**config.mk**
```make
export PLATFORM = sky130hd
export DESIGN_NAME = control_fetch_unit_flat
export DESIGN_NICKNAME = d
export VERILOG_FILES = /design/src/rtl/control_fetch_unit_if.sv /design/src/rtl/control_fetch_unit.sv /design/src/flat_wrapper.sv
export SDC_FILE = /design/constraint.sdc
export NUM_CORES = 1
export LEC_CHECK = 0
export BUFFER_PORTS_ARGS = -buffer_cell sky130_fd_sc_hd__buf_4
export CORE_MARGIN = 1
export CORE_UTILIZATION = 54
export CTS_CLUSTER_SIZE = 16
export DETAILED_ROUTE_END_ITERATION = 8
export GPL_TIMING_DRIVEN = 0
export PLACE_DENSITY = 0.77
export SYNTH_ARGS = -nofsm -noshare
export SYNTH_HDL_FRONTEND = slang
export SYNTH_SLANG_ARGS = --single-unit
```
**constraint.sdc**
```tcl
create_clock -name Clock -period 2.2 [get_ports Clock]
set_input_delay 0.22 -clock Clock [delete_from_list [all_inputs] [get_ports Clock]]
set_output_delay 0.22 -clock Clock [all_outputs]
set_load 0.01 [all_outputs]
```
**src/rtl/control_fetch_unit_if.sv**
```systemverilog
// Bus between the nRisc fetch/decode controller and the instruction memory,
// the datapath compare logic and registers_bank.
// The master side is the controller. The slave side is the memory, datapath and bank.
interface control_fetch_unit_if #(
    parameter int PC_WIDTH = 8
);
    logic [7:0]          InstrData;
    logic                Zero;
    logic [PC_WIDTH-1:0] InstrAddr;
    logic [1:0]          Reg1_read;
    logic [1:0]          Reg2_read;
    logic [1:0]          Address;
    logic                RegWrite;
    logic                WriteSel;
    logic [2:0]          ALUOp;
    logic [7:0]          Imm;
    logic                Halted;
    logic                Illegal;

    modport master (
        input  InstrData,
        input  Zero,
        output InstrAddr,
        output Reg1_read,
        output Reg2_read,
        output Address,
        output RegWrite,
        output WriteSel,
        output ALUOp,
        output Imm,
        output Halted,
        output Illegal
    );

    modport slave (
        output InstrData,
        output Zero,
        input  InstrAddr,
        input  Reg1_read,
        input  Reg2_read,
        input  Address,
        input  RegWrite,
        input  WriteSel,
        input  ALUOp,
        input  Imm,
        input  Halted,
        input  Illegal
    );
endinterface

```
**src/rtl/control_fetch_unit.sv**
```systemverilog
// Multi-cycle fetch/decode controller for the 8-bit nRisc core.
// It fetches instruction bytes and decodes them. It drives the registers_bank
// read and write selects and the write strobe. It also sequences the PC for
// increment, jump, branch-on-equal and halt.
//
// Instruction format: IR[7:4] opcode, IR[3:2] rA, IR[1:0] rB.
// LI, JMP and BEQ take a second (operand) byte that follows the opcode byte.
module control_fetch_unit #(
    parameter int                  PC_WIDTH = 8,
    parameter logic [PC_WIDTH-1:0] RESET_PC = '0
) (
    input  logic                 Clock,
    input  logic                 Reset,
    control_fetch_unit_if.master bus
);

    localparam logic [3:0] OP_NOP  = 4'h0;
    localparam logic [3:0] OP_ADD  = 4'h1;
    localparam logic [3:0] OP_SUB  = 4'h2;
    localparam logic [3:0] OP_AND  = 4'h3;
    localparam logic [3:0] OP_OR   = 4'h4;
    localparam logic [3:0] OP_MOV  = 4'h5;
    localparam logic [3:0] OP_LI   = 4'h6;
    localparam logic [3:0] OP_JMP  = 4'h7;
    localparam logic [3:0] OP_BEQ  = 4'h8;
    localparam logic [3:0] OP_HALT = 4'hF;

    localparam logic [PC_WIDTH-1:0] PC_ONE = PC_WIDTH'(1);

    typedef enum logic [2:0] {
        S_FETCH,
        S_DECODE,
        S_FETCH2,
        S_EXECUTE,
        S_WRITEBACK,
        S_HALT
    } state_t;

    state_t              state;
    state_t              state_next;
    logic [PC_WIDTH-1:0] pc;
    logic [PC_WIDTH-1:0] pc_next;
    logic [7:0]          ir;
    logic [7:0]          ir_next;
    logic [7:0]          imm;
    logic [7:0]          imm_next;
    logic [PC_WIDTH-1:0] target;
    logic [PC_WIDTH-1:0] target_next;

    logic [3:0]          opcode;
    logic                op_alu;
    logic                op_illegal;

    // ADD/SUB/AND/OR and MOV all go through the ALU. MOV uses the ALU pass-B
    // function, so its ALUOp is its own low opcode bits like the others.
    function automatic logic is_alu_op(input logic [3:0] op);
        return (op >= OP_ADD) && (op <= OP_MOV);
    endfunction

    // Any opcode that is not listed is undefined. It retires like a NOP.
    function automatic logic is_illegal_op(input logic [3:0] op);
        logic ill;
        unique case (op)
            OP_NOP, OP_ADD, OP_SUB, OP_AND, OP_OR, OP_MOV,
            OP_LI, OP_JMP, OP_BEQ, OP_HALT: ill = 1'b0;
            default:                        ill = 1'b1;
        endcase
        return ill;
    endfunction

    // The operand byte is narrowed or widened to the PC width. The PC arithmetic wraps.
    function automatic logic [PC_WIDTH-1:0] byte_to_pc(input logic [7:0] b);
        return PC_WIDTH'(b);
    endfunction

    assign opcode     = ir[7:4];
    assign op_alu     = is_alu_op(opcode);
    assign op_illegal = is_illegal_op(opcode);

    // State and architectural registers. Reset wins in every state, including HALT.
    always_ff @(posedge Clock) begin
        if (Reset) begin
            state  <= S_FETCH;
            pc     <= RESET_PC;
            ir     <= '0;
            imm    <= '0;
            target <= '0;
        end else begin
            state  <= state_next;
            pc     <= pc_next;
            ir     <= ir_next;
            imm    <= imm_next;
            target <= target_next;
        end
    end

    // Next-state logic and the PC/IR/Imm/branch-target updates for each FSM state.
    always_comb begin
        state_next  = state;
        pc_next     = pc;
        ir_next     = ir;
        imm_next    = imm;
        target_next = target;

        unique case (state)
            S_FETCH: begin
                ir_next    = bus.InstrData;
                pc_next    = pc + PC_ONE;
                state_next = S_DECODE;
            end

            S_DECODE: begin
                if (op_alu) begin
                    state_next = S_EXECUTE;
                end else if ((opcode == OP_LI) || (opcode == OP_JMP) ||
                             (opcode == OP_BEQ)) begin
                    state_next = S_FETCH2;
                end else if (opcode == OP_HALT) begin
                    state_next = S_HALT;
                end else begin
                    state_next = S_FETCH;
                end
            end

            S_FETCH2: begin
                if (opcode == OP_LI) begin
                    imm_next   = bus.InstrData;
                    pc_next    = pc + PC_ONE;
                    state_next = S_WRITEBACK;
                end else if (opcode == OP_JMP) begin
                    pc_next    = byte_to_pc(bus.InstrData);
                    state_next = S_FETCH;
                end else begin
                    // BEQ: latch the target. PC moves past the operand byte.
                    target_next = byte_to_pc(bus.InstrData);
                    pc_next     = pc + PC_ONE;
                    state_next  = S_EXECUTE;
                end
            end

            S_EXECUTE: begin
                if (opcode == OP_BEQ) begin
                    // A taken branch replaces the already-incremented PC.
                    if (bus.Zero) begin
                        pc_next = target;
                    end
                    state_next = S_FETCH;
                end else begin
                    state_next = S_WRITEBACK;
                end
            end

            S_WRITEBACK: begin
                state_next = S_FETCH;
            end

            S_HALT: begin
                state_next = S_HALT;
            end

            default: begin
                state_next = S_FETCH;
            end
        endcase
    end

    // Register selects come from IR. They hold from DECODE to the end of the instruction.
    assign bus.InstrAddr = pc;
    assign bus.Reg1_read = ir[3:2];
    assign bus.Reg2_read = ir[1:0];
    assign bus.Address   = ir[3:2];
    assign bus.ALUOp     = op_alu ? ir[6:4] : 3'd0;
    assign bus.Imm       = imm;

    // RegWrite is also gated by Reset. This stops a write when reset lands in WRITEBACK.
    assign bus.RegWrite  = (state == S_WRITEBACK) && !Reset;
    assign bus.WriteSel  = (state == S_WRITEBACK) && (opcode == OP_LI);
    assign bus.Halted    = (state == S_HALT);
    assign bus.Illegal   = (state == S_DECODE) && op_illegal;

endmodule

```
**src/flat_wrapper.sv**
```systemverilog
// flat-port wrapper written by rule: the top's interface ports become plain ports
module control_fetch_unit_flat 
#(
    parameter int                  PC_WIDTH = 8,
    parameter logic [PC_WIDTH-1:0] RESET_PC = '0
)
  (Clock, Reset, bus_InstrData, bus_Zero, bus_InstrAddr, bus_Reg1_read, bus_Reg2_read, bus_Address, bus_RegWrite, bus_WriteSel, bus_ALUOp, bus_Imm, bus_Halted, bus_Illegal);
  control_fetch_unit_if #(.PC_WIDTH(PC_WIDTH)) bus_i ();
  input  logic Clock;
  input  logic Reset;
  input wire logic [$bits(bus_i.InstrData)-1:0] bus_InstrData;
  input wire logic [$bits(bus_i.Zero)-1:0] bus_Zero;
  output wire logic [$bits(bus_i.InstrAddr)-1:0] bus_InstrAddr;
  output wire logic [$bits(bus_i.Reg1_read)-1:0] bus_Reg1_read;
  output wire logic [$bits(bus_i.Reg2_read)-1:0] bus_Reg2_read;
  output wire logic [$bits(bus_i.Address)-1:0] bus_Address;
  output wire logic [$bits(bus_i.RegWrite)-1:0] bus_RegWrite;
  output wire logic [$bits(bus_i.WriteSel)-1:0] bus_WriteSel;
  output wire logic [$bits(bus_i.ALUOp)-1:0] bus_ALUOp;
  output wire logic [$bits(bus_i.Imm)-1:0] bus_Imm;
  output wire logic [$bits(bus_i.Halted)-1:0] bus_Halted;
  output wire logic [$bits(bus_i.Illegal)-1:0] bus_Illegal;
  assign bus_i.InstrData = bus_InstrData;
  assign bus_i.Zero = bus_Zero;
  assign bus_InstrAddr = bus_i.InstrAddr;
  assign bus_Reg1_read = bus_i.Reg1_read;
  assign bus_Reg2_read = bus_i.Reg2_read;
  assign bus_Address = bus_i.Address;
  assign bus_RegWrite = bus_i.RegWrite;
  assign bus_WriteSel = bus_i.WriteSel;
  assign bus_ALUOp = bus_i.ALUOp;
  assign bus_Imm = bus_i.Imm;
  assign bus_Halted = bus_i.Halted;
  assign bus_Illegal = bus_i.Illegal;
  control_fetch_unit #(.PC_WIDTH(PC_WIDTH), .RESET_PC(RESET_PC)) u_core (.Clock(Clock), .Reset(Reset), .bus(bus_i));
endmodule
```
==> results.sh <==
export IMPL_status="finished clean"
export IMPL_met1_length_microns=2150
export IMPL_worstRegToRegCells=8
export IMPL_dp_cells=317
export IMPL_synthTopCellsByArea="dfxtp_1 (39%), nand2_1 (6.9%), a21oi_1 (5.7%), nor2_1 (4.8%), mux2i_1 (4.3%)"
export IMPL_drt_iter0_drc=116
export IMPL_endpoint="u_core.bus.InstrAddr[5]$_SDFFE_PP0P_"
export IMPL_drtAntennaViolNets=0
export IMPL_initial_utilization=0.590
export IMPL_num_rows=20
export IMPL_ios=40
export IMPL_cts_sinks=36
export IMPL_cts_buffers=5
export IMPL_grt_usage=0.261
export IMPL_wl_met3_microns=291
export IMPL_vias=1848
export IMPL_antenna_found_initial=0
export IMPL_slew_headroom=0.551
export IMPL_p_comb_frac=0.477
export IMPL_crit_path_end_kind="flop"
export IMPL_dieArea_sq_mm=0.00368
export IMPL_synthTopCellsByCount="dfxtp_1 (36), nand2_1 (34), nor2_1 (24)"
export IMPL_grt_setup_unrepaired="true"
export IMPL_clk_latency_ps=340
export IMPL_dieHeight_microns=60.7
export IMPL_slowest_delay_ps=480
export IMPL_critPathKind="flop to flop"
export IMPL_worstPathArrival_ps=2320
export IMPL_regToRegSetupSlack_ps=110
export IMPL_h_tree_depth=2
export IMPL_firstDrtPassIters=5
export IMPL_dr_wl_met2_microns=2130
export IMPL_port_buffer_count=38
export IMPL_postPlaceCellArea_sq_mm=0.00220
export IMPL_min_period_ps=2090
export IMPL_synth_top_area_frac=0.388
export IMPL_top_layer_used="met4"
export IMPL_finalMaxSlewViolations=0
export IMPL_drt_total_wl_microns=4620
export IMPL_grt_pass1_vias=1510
export IMPL_synthFlopType="dfxtp_1"
export IMPL_cp_required_ps=2430
export IMPL_syn_area_sq_mm=0.00186
export IMPL_drc=0
export IMPL_maxCapViolations=0
export IMPL_coreArea_sq_mm=0.00315
export IMPL_yosys_warnings=0
export IMPL_cts_tree="done"
export IMPL_fmax_mhz=478
export IMPL_pwr_share_seq=0.342
export IMPL_synth_seq_area_share=0.388
export IMPL_pwr_share_clk=0.180
export IMPL_die_w_microns=60.7
export IMPL_crit_path_frequent_cell="buf_6"
export IMPL_internal_power_uw=1560
export IMPL_routed_via_density=5.69
export IMPL_place_congestion=0.860
export IMPL_wl_per_cell_microns=14.2
export IMPL_synthToLayoutAreaGrowth_pct=24.1
export IMPL_worst_pin_slew_ps=674
export IMPL_fin_area_sq_mm=0.00231
export IMPL_yosysUniqueCellTypes=44
export IMPL_cts_buffer_depth=2
export IMPL_cp_cell_sequence="buf_6 -> or4b_1 -> buf_2 -> a311oi_4 -> buf_6 -> o21ai_0 -> a22oi_1 -> nor2_1"
export IMPL_antennaDiodeCount=0
export IMPL_dp_hpwl_microns=3240
export IMPL_synth_area_leader_cell="dfxtp_1"
export IMPL_r2r_end="u_core.bus.InstrAddr[5]$_SDFFE_PP0P_"
export IMPL_slowest_stage="or4b_1"
export IMPL_swShare=0.409
export IMPL_synth_async_reset_ratio=0
export IMPL_hold_viol_final=0
export IMPL_drive_above_1_share=0.228
export IMPL_synth_area_per_cell_sq_um=7.91
export IMPL_num_nets_final=292
export IMPL_cp_max_fo=10
export IMPL_synth_most_common_cell="dfxtp_1"
export IMPL_setup_viol=0
export IMPL_timing_rr_start="u_core.ir[5]$_SDFFE_PP0P_"
export IMPL_post_route_period_util=0.951
export IMPL_power_density_mw_per_mm2=1140
export IMPL_hold_path_class="primary input to flop"
export IMPL_max_vdd_ir_drop_uv=589
export IMPL_grt_pass1_wl_microns=7110
export IMPL_root_buffer="clkbuf_4"
export IMPL_ys_ff_latch=36
export IMPL_power_leakage_uw=0.000975
export IMPL_start_kind="flop"
export IMPL_synth_edf_count=0
export IMPL_fin_cells=325
export IMPL_grt_max_degree=13
export IMPL_skew_ps=5.90
export IMPL_switching_power_uw=1080
export IMPL_final_setup_tns_ps=0
export IMPL_final_core_util=0.732
export IMPL_crit_start="u_core.ir[5]$_SDFFE_PP0P_"
export IMPL_synthCells=235
export IMPL_grt_overflow=0
export IMPL_syn_nets=247
export IMPL_path_clk_slew_ps=110
[how the worst min path moves through the flow]
| stage | cells after the start | slack [ps] | from | to |
|---|---|---|---|---|
| global placement | 2 | 440 | u_core.ir[1]$_SDFFE_PP0P_ | u_core.ir[1]$_SDFFE_PP0P_ |
| global route | 2 | 100 | Reset | u_core.ir[7]$_SDFFE_PP0P_ |
| floorplan | 2 | 360 | bus_InstrData[0] | u_core.ir[0]$_SDFFE_PP0P_ |
| detailed placement | 2 | 450 | u_core.bus.Imm[1]$_SDFFE_PP0P_ | u_core.bus.Imm[1]$_SDFFE_PP0P_ |
| finish | 2 | 100 | Reset | u_core.ir[7]$_SDFFE_PP0P_ |
| CTS | 2 | 100 | Reset | u_core.ir[7]$_SDFFE_PP0P_ |
[critical path: cells and delay by family, from the launching register on]
family                 cells  cell delay, ps
and+or+nand+nor            2             530
AOI/OAI and AO/OA          3             620
DFF                        1             330
buffers and inverters      3             500
[placed cells by master, fill, tap and decap left out, drive strengths merged, types with 6 or more instances in the layout]
cell and instances:
a21oi 21, and2 6, buf 51, clkbuf 17, dfxtp 36, mux2i 8
nand2 34, nand3 12, nor2 24, nor3 6, o21ai 8
[timing repair]
item	CTS	global route
endpoints found under the setup margin	1	11
gates resized for setup	1	7
setup buffers	0	0
hold buffers	0	0
[sequential cells by signal, indices dropped and copies added (netlist names)]
name	count
u_core.bus.Imm	8
u_core.bus.InstrAddr	8
u_core.ir	8
u_core.target	8
u_core.state	3
u_core.op_illegal	1
[per-layer routing]
| metal | track usage | vias up |
|---|---|---|
| met5 | 0 | - |
| met4 | 0.0779 | 0 |
| met3 | 0.0533 | 8 |
| met2 | 0.419 | 77 |
| met1 | 0.355 | 843 |
| li1 | - | 920 |
[area by class of cell]
class / count / area, sq um
tap: 44 / 55.1
fill: 277 / 846
inverter: 3 / 11.3
clock buffer: 5 / 37.5
multi-input combinational: 171 / 1010
timing repair buffer: 38 / 285
clock inverter: 3 / 42.5
sequential: 36 / 721
buffer: 25 / 148
[logic make-up (layout without fill, tap and decap cells)]
kind of cell / after synthesis / in the layout / share of synthesized area
XOR/XNOR: 3 / 3 / 0.0141
buffers and inverters: 28 / 74 / 0.0828
adder cells (fa/ha/maj): 1 / 1 / 0.00673
flip-flops: 36 / 36 / 0.388
AO/OA/AOI/OAI: 58 / 58 / 0.205
multiplexers: 8 / 8 / 0.0431
AND/OR/NAND/NOR: 101 / 101 / 0.261
[metrics by stage]
stage | setup slack (ps) | power [uW] | hold WS, ps
after floorplan | 296 | 1750 | 356
after global routing | -22.5 | 2800 | 102
final | 109 | 2640 | 102
after global placement | 124 | 2100 | 444
after detailed placement | 107 | 2110 | 450
after CTS | 58.1 | 2590 | 104
[power by group through the flow]
stage	logic, uW	clock network (uW)	registers [uW]
finish	1260	475	902
global route	1380	504	920
CTS	1220	475	897
detailed placement	1200	0	909
global placement	1190	0	904
floorplan	852	0	899
Power figures use the tool's default switching activity.
